--- config.mk ---
export PLATFORM = sky130hd
export DESIGN_NAME = uart_rx_cfg
export DESIGN_NICKNAME = d
export VERILOG_FILES = /design/src/rtl/uart_pkg.sv /design/src/rtl/uart_rx_fifo.sv /design/src/rtl/uart_rx_cfg.sv
export SDC_FILE = /design/constraint.sdc
export NUM_CORES = 1
export LEC_CHECK = 0
export ABC_AREA = 1
export BUFFER_PORTS_ARGS = -buffer_cell sky130_fd_sc_hd__buf_2
export CAP_MARGIN = 20
export CORE_MARGIN = 1
export CORE_UTILIZATION = 50
export CTS_CLUSTER_DIAMETER = 150
export DETAILED_ROUTE_END_ITERATION = 12
export PLACE_DENSITY_LB_ADDON = 0.3
export REMOVE_ABC_BUFFERS = 1
export SYNTH_ARGS = -nofsm -noshare
export SYNTH_HDL_FRONTEND = slang
export SYNTH_SLANG_ARGS = --single-unit
export TNS_END_PERCENT = 20
--- constraint.sdc ---
create_clock -name i_Clock -period 3.1 [get_ports i_Clock]
set_input_delay 0.155 -clock i_Clock [delete_from_list [all_inputs] [get_ports i_Clock]]
set_output_delay 0.155 -clock i_Clock [all_outputs]
set_load 0.01 [all_outputs]
--- src/rtl/uart_pkg.sv ---
`default_nettype none
`timescale 1ns/1ps
// ============================================================================
//  Module      : uart_pkg
//  Description : Shared types and helpers for the configurable UART receiver:
//                parity mode enum, receiver state enum, received-word struct
//                and the expected-parity helper.
//  Revision    : 1.0 - initial release
// ============================================================================
package uart_pkg;

    // Widest supported data field; narrower frames leave the top bits at 0.
    localparam int c_MAX_DATA_BITS = 9;

    typedef enum logic [1:0] {
        NONE = 2'd0,
        ODD  = 2'd1,
        EVEN = 2'd2
    } parity_e;

    typedef enum logic [2:0] {
        IDLE   = 3'd0,
        START  = 3'd1,
        DATA   = 3'd2,
        PARITY = 3'd3,
        STOP   = 3'd4,
        PUSH   = 3'd5
    } rx_state_e;

    typedef struct packed {
        logic                       frame_err;
        logic                       parity_err;
        logic [c_MAX_DATA_BITS-1:0] data;
    } rx_word_t;

    // Parity bit a correct transmitter would send for this data word.
    // Unused upper data bits are zero, so they do not disturb the XOR.
    function automatic logic parity_calc(input logic [c_MAX_DATA_BITS-1:0] data,
                                         input parity_e                    mode);
        case (mode)
            ODD:     return ~(^data);
            EVEN:    return ^data;
            default: return 1'b0;
        endcase
    endfunction

endpackage
`default_nettype wire

--- src/rtl/uart_rx_fifo.sv ---
`default_nettype none
`timescale 1ns/1ps
// ============================================================================
//  Module      : uart_rx_fifo
//  Description : First-word-fall-through FIFO for received words. The head
//                entry is presented combinationally on o_rdata (zero when
//                empty). Pointers carry an extra wrap bit for full/empty.
//  Ports       : clk, rst        - clock, synchronous active-high reset
//                i_push, i_wdata - write strobe and data (ignored when full
//                                  unless a pop happens in the same cycle)
//                i_pop           - consume head entry (ignored when empty)
//                o_rdata         - head entry
//                o_full, o_empty - occupancy status
//  Revision    : 1.0 - initial release
// ============================================================================
module uart_rx_fifo #(
    parameter int WIDTH = 11,
    parameter int DEPTH = 4
) (
    input  logic             clk,
    input  logic             rst,
    input  logic             i_push,
    input  logic [WIDTH-1:0] i_wdata,
    input  logic             i_pop,
    output logic [WIDTH-1:0] o_rdata,
    output logic             o_full,
    output logic             o_empty
);

    localparam int c_AW = $clog2(DEPTH);

    logic [WIDTH-1:0] r_mem [DEPTH];
    logic [c_AW:0]    r_wptr;
    logic [c_AW:0]    r_rptr;
    logic             w_do_push;
    logic             w_do_pop;

    assign o_empty = (r_wptr == r_rptr);
    assign o_full  = (r_wptr[c_AW] != r_rptr[c_AW]) &&
                     (r_wptr[c_AW-1:0] == r_rptr[c_AW-1:0]);

    assign w_do_pop  = i_pop && !o_empty;
    // A simultaneous pop frees the head slot, so a push while full still lands.
    assign w_do_push = i_push && (!o_full || w_do_pop);

    assign o_rdata = o_empty ? '0 : r_mem[r_rptr[c_AW-1:0]];

    always_ff @(posedge clk) begin
        if (rst) begin
            r_wptr <= '0;
            r_rptr <= '0;
        end else begin
            if (w_do_push) begin
                r_wptr <= r_wptr + 1'b1;
            end
            if (w_do_pop) begin
                r_rptr <= r_rptr + 1'b1;
            end
        end
    end

    always_ff @(posedge clk) begin
        if (w_do_push) begin
            r_mem[r_wptr[c_AW-1:0]] <= i_wdata;
        end
    end

endmodule
`default_nettype wire

--- src/rtl/uart_rx_cfg.sv ---
`default_nettype none
`timescale 1ns/1ps
// ============================================================================
//  Module      : uart_rx_cfg
//  Description : Configurable UART receiver (5-9 data bits, none/odd/even
//                parity, 1 or 2 stop bits) with input synchroniser, false
//                start rejection, parity/framing flags, break detection and a
//                FWFT receive FIFO read through a valid/ready handshake.
//  Ports       : i_Clock, i_Reset    - clock, synchronous active-high reset
//                i_Rx_Serial         - asynchronous serial line (idles high)
//                i_Rx_Ready          - pops head word together with o_Rx_DV
//                i_Clear_Overrun     - clears the sticky overrun flag
//                o_Rx_DV, o_Rx_Byte  - head word valid / data
//                o_Parity_Err        - head word parity error
//                o_Frame_Err         - head word framing error
//                o_Break             - one-cycle break pulse
//                o_Overrun           - sticky dropped-word flag
//                o_Rx_Active         - frame reception in progress
//  Revision    : 1.0 - initial release
// ============================================================================
module uart_rx_cfg
    import uart_pkg::*;
#(
    parameter int CLKS_PER_BIT = 87,
    parameter int DATA_BITS    = 8,
    parameter int PARITY       = 0,
    parameter int STOP_BITS    = 1,
    parameter int FIFO_DEPTH   = 4
) (
    input  logic                 i_Clock,
    input  logic                 i_Reset,
    input  logic                 i_Rx_Serial,
    input  logic                 i_Rx_Ready,
    input  logic                 i_Clear_Overrun,
    output logic                 o_Rx_DV,
    output logic [DATA_BITS-1:0] o_Rx_Byte,
    output logic                 o_Parity_Err,
    output logic                 o_Frame_Err,
    output logic                 o_Break,
    output logic                 o_Overrun,
    output logic                 o_Rx_Active
);

    localparam int                 c_CNT_W     = $clog2(CLKS_PER_BIT);
    localparam logic [c_CNT_W-1:0] c_HALF      = c_CNT_W'((CLKS_PER_BIT - 1) / 2);
    localparam logic [c_CNT_W-1:0] c_LAST      = c_CNT_W'(CLKS_PER_BIT - 1);
    localparam logic [3:0]         c_LAST_BIT  = 4'(DATA_BITS - 1);
    localparam logic               c_LAST_STOP = 1'(STOP_BITS - 1);
    localparam parity_e            c_PMODE     = (PARITY == 1) ? ODD :
                                                 (PARITY == 2) ? EVEN : NONE;
    localparam int                 c_WORD_W    = $bits(rx_word_t);

    logic [1:0]                 r_sync;
    logic                       w_rx_s;
    rx_state_e                  r_state;
    logic [c_CNT_W-1:0]         r_cnt;
    logic [3:0]                 r_bit_idx;
    logic                       r_stop_idx;
    logic [c_MAX_DATA_BITS-1:0] r_data;
    logic                       r_pbit;
    logic                       r_perr;
    logic                       r_ferr;
    logic                       r_overrun;

    logic                       w_push;
    logic                       w_pop;
    logic                       w_drop;
    logic                       w_full;
    logic                       w_empty;
    rx_word_t                   w_wword;
    logic [c_WORD_W-1:0]        w_head_bits;
    rx_word_t                   w_head;
    logic                       w_unused_hi;

    // Two-flop synchroniser; reset to the idle line level.
    always_ff @(posedge i_Clock) begin
        if (i_Reset) begin
            r_sync <= 2'b11;
        end else begin
            r_sync <= {r_sync[0], i_Rx_Serial};
        end
    end
    assign w_rx_s = r_sync[1];

    always_ff @(posedge i_Clock) begin
        if (i_Reset) begin
            r_state    <= IDLE;
            r_cnt      <= '0;
            r_bit_idx  <= '0;
            r_stop_idx <= 1'b0;
            r_data     <= '0;
            r_pbit     <= 1'b0;
            r_perr     <= 1'b0;
            r_ferr     <= 1'b0;
        end else begin
            case (r_state)
                IDLE: begin
                    // The detect cycle counts as cycle 0, so the counter
                    // starts at 1 and the start sample lands H cycles later.
                    if (!w_rx_s) begin
                        r_state <= START;
                        r_cnt   <= c_CNT_W'(1);
                    end
                end
                START: begin
                    if (r_cnt == c_HALF) begin
                        if (w_rx_s) begin
                            r_state <= IDLE;   // glitch, not a real start bit
                        end else begin
                            r_state   <= DATA;
                            r_cnt     <= '0;
                            r_bit_idx <= '0;
                            r_data    <= '0;
                            r_pbit    <= 1'b0;
                            r_perr    <= 1'b0;
                            r_ferr    <= 1'b0;
                        end
                    end else begin
                        r_cnt <= r_cnt + 1'b1;
                    end
                end
                DATA: begin
                    if (r_cnt == c_LAST) begin
                        r_cnt             <= '0;
                        r_data[r_bit_idx] <= w_rx_s;
                        if (r_bit_idx == c_LAST_BIT) begin
                            r_stop_idx <= 1'b0;
                            r_state    <= (c_PMODE != NONE) ? uart_pkg::PARITY : STOP;
                        end else begin
                            r_bit_idx <= r_bit_idx + 1'b1;
                        end
                    end else begin
                        r_cnt <= r_cnt + 1'b1;
                    end
                end
                uart_pkg::PARITY: begin
                    if (r_cnt == c_LAST) begin
                        r_cnt   <= '0;
                        r_pbit  <= w_rx_s;
                        r_perr  <= (w_rx_s != parity_calc(r_data, c_PMODE));
                        r_state <= STOP;
                    end else begin
                        r_cnt <= r_cnt + 1'b1;
                    end
                end
                STOP: begin
                    if (r_cnt == c_LAST) begin
                        r_cnt <= '0;
                        if (!w_rx_s) begin
                            r_ferr <= 1'b1;
                        end
                        // Leaving at mid-stop lets the next start bit be
                        // caught in the second half of the stop bit.
                        if (r_stop_idx == c_LAST_STOP) begin
                            r_state <= PUSH;
                        end else begin
                            r_stop_idx <= r_stop_idx + 1'b1;
                        end
                    end else begin
                        r_cnt <= r_cnt + 1'b1;
                    end
                end
                PUSH: begin
                    r_state <= IDLE;
                end
                default: begin
                    r_state <= IDLE;
                end
            endcase
        end
    end

    assign w_push  = (r_state == PUSH);
    assign w_wword = '{frame_err: r_ferr, parity_err: r_perr, data: r_data};

    uart_rx_fifo #(
        .WIDTH (c_WORD_W),
        .DEPTH (FIFO_DEPTH)
    ) u_fifo (
        .clk     (i_Clock),
        .rst     (i_Reset),
        .i_push  (w_push),
        .i_wdata (w_wword),
        .i_pop   (i_Rx_Ready),
        .o_rdata (w_head_bits),
        .o_full  (w_full),
        .o_empty (w_empty)
    );

    assign w_pop  = i_Rx_Ready && !w_empty;
    assign w_drop = w_push && w_full && !w_pop;

    // A new overrun takes priority over a clear in the same cycle.
    always_ff @(posedge i_Clock) begin
        if (i_Reset) begin
            r_overrun <= 1'b0;
        end else if (w_drop) begin
            r_overrun <= 1'b1;
        end else if (i_Clear_Overrun) begin
            r_overrun <= 1'b0;
        end
    end

    assign w_head      = rx_word_t'(w_head_bits);
    assign w_unused_hi = ^w_head.data;

    assign o_Rx_DV      = !w_empty;
    assign o_Rx_Byte    = w_head.data[DATA_BITS-1:0];
    assign o_Parity_Err = w_head.parity_err;
    assign o_Frame_Err  = w_head.frame_err;
    assign o_Overrun    = r_overrun;
    assign o_Rx_Active  = (r_state != IDLE);
    // Break: all-zero data, zero parity bit (if any) and a bad stop bit.
    assign o_Break      = w_push && (r_data == '0) && !r_pbit && r_ferr;

endmodule
`default_nettype wire

## Yosys cells after proc, flatten, opt, wreduce, memory -nomap -nowiden

Memories as Yosys holds them, arrays and structs flattened. A register that Yosys moved wholly into a read port is not among the register bits.
Index checks and enable logic that the tools add are counted.

| storage, ports and cells | value |
|---|---|
| register bits | 36 |
| memory bits (writable) | 44 |
| input port bits | 5 |
| word-level logic and storage cells | 124 |
| memories kept | 1 |

| cells by class | value |
|---|---|
| $add $sub $neg | 5 |
| magnitude comparators | 2 |
| eq/ne operators | 23 |
| multiplexer cells | 50 |
| reduce and logical (&&, ||, !) cells | 31 |

Memory list:

| name | depth | width | rd ports | clocked after memory_dff | write ports | line | text |
|---|---|---|---|---|---|---|---|
| u_fifo.r_mem | 4 | 11 | 1 | 1 | 1 | uart_rx_fifo.sv:32 | `logic [WIDTH-1:0] r_mem [DEPTH];` |

Operator list:

| cell | number |
|---|---|
| two-way mux 7 bit | 4 |
| two-way mux 9 bit | 3 |
| two-way mux 3 bit | 7 |
| case mux 7 bit (3 select lines) | 1 |
| != test 2 bit, second input constant | 10 |
| two-way mux 1 bit | 18 |
| case mux 9 bit (2 select lines) | 1 |
| two-way mux 4 bit | 4 |
| case mux 3 bit (5 select lines) | 1 |
| AND reduction 4 bit | 3 |
| two-way mux 11 bit | 1 |
| AND reduction 5 bit | 2 |
| nonzero test 2 bit | 5 |
| bitwise mux 9 bit | 1 |
| logical AND 1 bit | 9 |
| logical NOT 9 bit | 1 |
| case mux 1 bit (2 select lines) | 4 |
| case mux 4 bit (2 select lines) | 1 |
| adder 7 x 1 -> 7 bit, second input constant | 1 |
| == test 7 x 6 -> 1 bit, second input constant | 1 |
| == test 7 bit, second input constant | 1 |
| AND reduction 7 bit | 1 |
| adder 3 x 1 -> 3 bit, second input constant | 2 |
| == test 3 x 2 -> 1 bit, second input constant | 2 |
| other kinds (19) | 27 |

## Depth between registers and ports, before layout

Gate-level depths: netlist (run 1).

| depth | value |
|---|---|
| word-level depth | 7 |
| mapped depth | 11 |
| gate-level depth less buffers | 11 |

## Cells and area by module

Synthesis (run 1) repeated with hierarchy kept, for this count alone.

| unflattened totals | value |
|---|---|
| cells, all modules | 461 |
| area, all modules | 3935.0 sq um |

Modules (own cells, without submodules):

| module | instances | cells an instance | area an instance (sq um) |
|---|---|---|---|
| uart_rx_fifo | 1 | 195 | 2189.6 |
| uart_rx_cfg | 1 | 266 | 1745.4 |

## Worst setup path before layout (run 1)

No wires, ideal clock.

| timing path | value |
|---|---|
| path type | register to register |
| start point | register r_state[0] |
| end point | memory u_fifo.r_mem[0][0] (enable) |
| arrival time | 1.366 ns |
| slack | 1.358 ns |
| cell stages (with the launch flop) | 7 |
| path buffers | 0 |
| period minus slack after synthesis | 1.742 ns |
| cells stage by stage | dfxtp_1 inv_1 nor2_1 nand2_1 inv_1 nand2_1 nor2_1 |

| between the ends | value |
|---|---|
| cells in the longest elaborated chain, start to end | 4 |

RTL lines:

| element | line | text |
|---|---|---|
| from (decl) | uart_rx_cfg.sv:55 | `rx_state_e r_state;` |
| from (signal assigned) | uart_rx_cfg.sv:128 | `r_state <= (c_PMODE != NONE) ? uart_pkg::PARITY : STOP;` |
| == test 3 bit | uart_rx_cfg.sv:173 | `assign w_push = (r_state == PUSH);` |
| logical AND 1 bit | uart_rx_fifo.sv:44 | `assign w_do_push = i_push && (!o_full \|\| w_do_pop);` |
| two-way mux 1 bit | uart_rx_fifo.sv:63 | `if (w_do_push) begin` |
| two-way mux 1 bit (not written as such) | uart_rx_fifo.sv:64 | `r_mem[r_wptr[c_AW-1:0]] <= i_wdata;` |
| to (decl) | uart_rx_fifo.sv:32 |  |

No other way between the ends.

==> impl_metrics.py, run 1 <==
metrics = {
    "placement": {
        "place_area_um2": 3786,
        "dpl.hpwl_um": 4983,
        "port_buffers": 18,
        "place_inst": 529,
        "gp_congestion": 0.8759,
    },
    "final_layout": {
        "syn_to_final_growth_pct": 9.507,
        "antenna_cells": 0,
        "layout_commonest_cell": "nand2_1",
        "stdcell_area_um2": 3978,
        "drive_above_1_share_pct": 11.33,
        "final_cells": 546,
        "nets": 461,
        "utilization_pct": 57.59,
        "layout_common_cells": "85 x nand2_1, 72 x nor2_1, 41 x inv_1",
    },
    "detailed_routing": {
        "drt_iter0_drc": 179,
        "avgRoutedWirePerCell_um": 13.15,
        "via_per_inst": 5.192,
        "dr.pass1.iters": 5,
        "ant_nets": 0,
        "wl_um": 7178,
        "vias": 2835,
        "drc": 0,
    },
    "clock_network": {
        "clk_latency_ns": 0.35,
        "numCtsBuffers": 9,
        "root_buffer": "clkbuf_8",
        "h-tree-depth": 3,
        "clock-sinks": 76,
        "cts_tree": "built",
        "cts_resized": 0,
        "clock_path_buffers": 2,
        "cts.clk_slew.worst_paths_ns": 0.08,
    },
    "outcome": {
        "status": "complete, no violations",
    },
    "timing": {
        "timing.fmax_mhz": 472.6,
        "fin_crit_ns": 2.116,
        "final.setup.tns_ns": 0,
        "worst_clock_skew_ns": 0.009844,
        "maxSlewHeadroom_pct": 41.83,
        "slew_viol_final": 0,
        "period_share_pct": 68.26,
        "finalHoldViolCount": 0,
        "setup_viol": 0,
        "grt_setup_unrepaired": "no",
        "tightest_slew_ns": 0.8694,
    },
    "global_route": {
        "grt_pass1_vias": 2649,
        "antenna_found_initial": 0,
        "grt_overflow": 0,
        "grt_pass1_wl_um": 12070,
        "track_usage_pct": 20.72,
        "grt_max_degree": 22,
    },
    "logic_synthesis": {
        "yosys_warnings": 0,
        "synth-seq-area-share_pct": 52.91,
        "netlist_instances": 428,
        "synth-seq-cells": 76,
        "ys_types": 30,
        "mappedNetlistArea_um2": 3632,
        "syn_area_per_cell_um2": 8.487,
    },
    "floorplanning": {
        "rows": 30,
        "start_util_pct": 52.59,
        "core_area_um2": 6907,
        "die_width_um": 87.23,
        "chipHeight_um": 87.23,
        "die_area_um2": 7609,
        "io_pins": 19,
    },
    "critical_path": {
        "timing_worst_setup_path_type": "reg2out",
        "cp-end-kind": "output port",
        "worst-path-buf-inv": 4,
        "crit_path_max_incr_delay_ns": 0.48,
        "path_max_fanout": 21,
        "path_cells": "buf_4 > inv_1 > nor2_1 > o32ai_1 > nand2_1 > inv_1 > buf_2",
        "critPathMostFrequentCell": "inv_1",
        "cp_top_family": "buffers and inverters",
        "arrival_ns": 1.96,
        "startpoint_type": "flop",
        "slowest_stage": "inv_1",
        "cp.required_ns": 2.94,
    },
    "hold_path": {
        "min_path_type": "in2reg",
    },
    "power": {
        "powerDensity_nw_per_um2": 815.6,
        "p_leak_nw": 1.622,
        "ir_drop_mv": 0.5229,
    },
    "run": {
        "max-cap-violations": 0,
    },
}
worst reg2reg max path, delay by kind of cell, from the launching register on:
| kind | cells | cell delay, ns |
|---|---|---|
| DFF | 1 | 0.36 |
| and+or+nand+nor | 4 | 1.17 |
| buffers and inverters | 2 | 0.20 |
routing by layer:
layer	vias up	GRT usage, %	part of all wire (%)
met3	10	3.128	3.0
li1	1454	-	-
met4	0	9.240	1.6
met5	-	0	0
met2	65	33.00	46
met1	1306	28.13	50
layout make-up:
| type | instances | area, µm² |
|---|---|---|
| sequential | 76 | 1922 |
| clock buffer | 9 | 123.9 |
| fill | 630 | 2929 |
| multi-input combinational | 289 | 1463 |
| clock inverter | 7 | 57.56 |
| inverter | 49 | 183.9 |
| tap | 96 | 120.1 |
| timing repair buffer | 20 | 107.6 |
cells by family (layout without fill, tap and decap cells):
| family | count (synthesis) | count (layout) | share of synthesized area (%) |
|---|---|---|---|
| AO/OA/AOI/OAI | 60 | 60 | 9.473 |
| buffers and inverters | 63 | 85 | 6.820 |
| flip-flops | 76 | 76 | 52.91 |
| adder cells (fa/ha/maj) | 11 | 11 | 3.789 |
| XOR/XNOR | 6 | 6 | 1.447 |
| AND/OR/NAND/NOR | 212 | 212 | 25.56 |
synth_stat cells:
cell       n  area [µm²]
nand3_2    2       20.02
clkbuf_1   9       33.78
xnor2_1    3       26.28
o21ai_0   17       85.08
o32ai_1   10       87.58
and3_1     1       6.260
ha_1      11       137.6
edfxtp_1  40        1201
a21oi_1   24       120.1
buf_1      1       3.750
nand3b_1   9       67.56
nand2_1   85       319.1
o21ai_1    7       35.03
buf_2      3       15.01
inv_2      8       30.03
nor4_1     3       18.77
nand3_1   21       105.1
nor2_4     1       11.26
or2_2      2       12.51
xor2_1     3       26.28
a21oi_2    1       8.760
inv_1     41       153.9
nor2_1    72       270.3
nand4_1   11       68.82
buf_6      1       11.26
nor2_2     2       12.51
dfxtp_1   36       720.7
nor3_1     2       10.01
a21boi_0   1       7.510
or2_0      1       6.260
state kept, by name, summed over array words and instances (netlist names), 2 cells and up, named ones only:
register       count
u_fifo.r_wptr      3
r_state            3
u_fifo.r_rptr      3
r_bit_idx          4
r_sync             2
r_data             9
u_fifo.r_mem      40
r_cnt              7
where the power goes:
| part | leakage (nW) | switching (mW) | internal [mW] |
|---|---|---|---|
| clock network | 0.0886 | 0.402 | 0.303 |
| registers | 0.662 | 0.109 | 1.14 |
| logic | 0.872 | 0.860 | 0.432 |
| total | 1.62 | 1.37 | 1.87 |
timing repair:
action / 4_1_cts / 5_1_grt
hold endpoints to repair: 1 / 0
hold buffers: 1 / 0
setup buffers: 0 / 0
stage by stage:
step / hold slack (ns) / setup WS (ns) / total power, mW
final: 0.05873 / 0.9839 / 3.244
after global placement: 0.3394 / 1.069 / 2.511
after CTS: 0.05194 / 0.9614 / 3.253
after detailed placement: 0.3455 / 1.008 / 2.551
after global routing: 0.06193 / 0.7608 / 3.509
after floorplan: 0.2241 / 1.358 / 2.194
worst paths after layout:
path / depth (start not counted) / slack (ns) / startpoint / to
worst max register to register: 6 / 1.01 / r_state[0] / u_fifo.r_mem[1][7]
worst min-delay path: 4 / 0.06 / i_Clear_Overrun / o_Overrun
worst min register to register: 1 / 0.43 / r_sync[0] / r_sync[1]
worst max-delay path: 7 / 0.98 / flop / o_Rx_Byte[2]
No activity file was read; power rests on OpenSTA's default activity.
==> run 2: changes to the inputs <==
--- a/config.mk
+++ b/config.mk
@@ -5,7 +5,7 @@
 export SDC_FILE = /design/constraint.sdc
 export NUM_CORES = 1
 export LEC_CHECK = 0
-export ABC_AREA = 1
+export ABC_AREA = 0
 export BUFFER_PORTS_ARGS = -buffer_cell sky130_fd_sc_hd__buf_2
 export CAP_MARGIN = 20
 export CORE_MARGIN = 1
==> constraint.sdc (replaced) <==
create_clock -name i_Clock -period 1.69 [get_ports i_Clock]
set_input_delay 0.0845 -clock i_Clock [delete_from_list [all_inputs] [get_ports i_Clock]]
set_output_delay 0.0845 -clock i_Clock [all_outputs]
set_load 0.01 [all_outputs]
==> run 2 against run 1 <==
Compared with the run above:
- largest power group is now sequential cells
- critical endpoint is now o_Frame_Err
- power grew 3.0%
- clock power grew 87%
- the run now ends with negative setup slack left
- register-to-register slack lost 0.99 ns
- highest routed layer unchanged
- cell area grew 17%
- critical path depth shrank 3
==> impl_metrics.py, run 2 <==
metrics = {
    "clock_network": {
        "root_buffer": "clkbuf_8",
        "clock_path_buffers": 2,
        "cts_tree": "built",
        "numCtsBuffers": 9,
        "h-tree-depth": 3,
        "clk_latency_ns": 0.34,
        "clock-sinks": 76,
        "cts.clk_slew.worst_paths_ns": 0.09,
    },
    "global_route": {
        "antenna_found_initial": 0,
        "grt_max_degree": 25,
        "grt_pass1_vias": 2596,
        "grt_overflow": 0,
        "track_usage_pct": 20.92,
        "grt_pass1_wl_um": 12120,
    },
    "power": {
        "power.switching_mw": 0.8096,
        "swShare_pct": 24.22,
        "p_leak_nw": 1.820,
        "p_seq_share_pct": 57.7,
        "powerDensity_nw_per_um2": 718.9,
        "ir_drop_mv": 0.3636,
        "clkPwrFrac_pct": 39.4,
        "combPwrFrac_pct": 2.9,
        "p_int_mw": 2.533,
    },
    "logic_synthesis": {
        "synth_area_leaders": "edfxtp_1 33%, dfxtp_1 20%, mux4_2 6.2%, ha_1 3.8%, nor2b_1 2.6%",
        "yosysTopAreaCell": "edfxtp_1",
        "netlist_instances": 310,
        "synth.top_cell.area_share_pct": 32.96,
        "syn_area_per_cell_um2": 11.76,
        "ys_types": 64,
        "mappedNetlistArea_um2": 3645,
        "async_flop_share_pct": 0,
        "synth-seq-area-share_pct": 52.73,
        "yosys-top-cells-count": "40 x edfxtp_1, 36 x dfxtp_1, 21 x nand2_1, 17 x nor2_1, 15 x nor2b_1",
        "yosys_warnings": 0,
        "synth-seq-cells": 76,
        "yosysMostFrequentCell": "edfxtp_1",
        "synth_flop_cell": "edfxtp_1",
        "synth_edf_count": 40,
    },
    "final_layout": {
        "final_cells": 481,
        "antenna_cells": 0,
        "largest_reg_flops": 40,
        "layout_commonest_cell": "buf_4",
        "regArea_um2": 1947,
        "nets": 396,
        "nFillCells": 542,
        "syn_to_final_growth_pct": 27.57,
        "utilization_pct": 67.32,
        "multi_input_area_um2": 1733,
        "stdcell_area_um2": 4649,
        "drive_above_1_share_pct": 36.62,
        "layout_common_cells": "48 x buf_4, 40 x edfxtp_1, 24 x dfxtp_1",
    },
    "critical_path": {
        "cp.depth": 4,
        "arrival_ns": 1.64,
        "rr_worst_depth": 5,
        "worst-path-buf-inv": 2,
        "cp-end-kind": "output port",
        "cp_top_family": "multiplexers",
        "cp.required_ns": 1.61,
        "slowest_stage": "mux4_2",
        "path_max_fanout": 5,
        "reg2reg_slack_ns": 0.02,
        "path_cells": "clkbuf_16 > mux4_2 > nor2b_1 > buf_2",
        "startpoint_type": "flop",
        "timing_worst_setup_path_type": "reg2out",
        "crit_path_max_incr_delay_ns": 0.49,
        "r2r_end": "r_cnt[2]",
        "worstReg2RegStart": "r_state[2]",
    },
    "timing": {
        "worst_clock_skew_ns": 0.009969,
        "layout_setup_ws_ns": -0.03475,
        "setup_viol": 7,
        "timing.fmax_mhz": 579.8,
        "maxSlewHeadroom_pct": 69.07,
        "finalHoldViolCount": 0,
        "period_share_pct": 102.1,
        "timing.hold.ws_ns": 0.09837,
        "slew_viol_final": 0,
        "grt_setup_unrepaired": "yes",
        "tightest_slew_ns": 0.4622,
        "fin_crit_ns": 1.725,
    },
    "floorplanning": {
        "core_area_um2": 6907,
        "chipHeight_um": 87.38,
        "rows": 30,
        "die_area_um2": 7635,
        "start_util_pct": 52.77,
        "io_pins": 19,
        "die_width_um": 87.38,
    },
    "detailed_routing": {
        "ant_nets": 0,
        "drc": 0,
        "vias": 2667,
        "via_per_inst": 5.545,
        "drt_iter0_drc": 91,
        "wl_um": 7777,
        "avgRoutedWirePerCell_um": 16.17,
        "dr.pass1.iters": 4,
    },
    "placement": {
        "pre_cts_ws_ns": -0.05661,
        "place_area_um2": 4192,
        "place_inst": 458,
        "dpl.hpwl_um": 5287,
        "gp_congestion": 0.8081,
        "port_buffers": 18,
    },
    "hold_path": {
        "min_path_cells": 3,
        "min_path_type": "in2reg",
        "whs_endpoint": "o_Overrun",
        "hold_path_startpoint": "i_Clear_Overrun",
    },
    "run": {
        "max-cap-violations": 0,
    },
    "outcome": {
        "status": "finished, violations left",
        "failed_checks": "negative setup slack",
    },
}
[run 2: metrics by stage]
step                setup TNS, ns  power [mW]
floorplan                  -4.902       2.016
global placement          -0.3113       2.062
detailed placement        -0.5707       2.063
CTS                       -0.2625       3.372
global route               -1.204       3.462
finish                    -0.1196       3.343
[run 2: final cells by class]
class                           count  area share, %
Sequential cell                    76          41.87
Multi-Input combinational cell    205          37.27
Clock inverter                      7          1.453
Inverter                           13          1.050
Tap cell                           96          2.583
Clock buffer                        9          2.664
Timing Repair Buffer               75          13.11
[run 2: what timing repair did]
action                                 4_1_cts  5_1_grt
resized for setup                           13       40
hold buffers                                 1        0
buffers inserted                             0        4
cloned                                       0        2
endpoints found under the hold margin        1        0
setup endpoints to repair                   31       32
pin swaps                                    1       10
[run 2: cell families (layout without fill, tap and decap cells)]
group	after synthesis	in the layout	share of synthesized area, %
compound gates	63	63	12.98
fa+ha+maj	11	11	3.776
xor+xnor	10	10	2.403
buf+inv	29	104	3.433
simple gates	108	108	17.68
flops	76	76	52.73
mux	13	13	7.003
[run 2: power groups by stage]
stage	sequential [mW]	clock, mW	combinational, mW
5_1_grt	1.93	1.43	0.107
3_3_place_gp	1.98	0	0.0860
4_1_cts	1.93	1.35	0.0904
2_1_floorplan	1.98	0	0.0403
6_report	1.93	1.32	0.0968
3_5_place_dp	1.98	0	0.0866
[run 2: worst max-delay path by stage]
stage	slack [ns]	endpoint
final	-0.03	o_Frame_Err
after global routing	-0.09	o_Frame_Err
after CTS	-0.04	o_Rx_Byte[3]
after detailed placement	-0.06	r_data[7]
after global placement	-0.04	r_data[7]
after floorplan	-0.12	u_fifo.r_mem[3][0]
[run 2: worst register-to-register path: stages (launching register included)]
cell      delay [ns]
dfxtp_2         0.41
nor3b_1         0.38
buf_4           0.22
a311oi_2        0.04
buf_4           0.17
a221o_1         0.34
[run 2: routing by layer]
layer	vias to the layer above	global-route usage (%)	routed length, µm
li1	1317	-	-
met1	1296	25.65	3426
met2	43	35.87	4084
met3	11	4.455	163
met4	0	8.495	103
met5	-	0	0
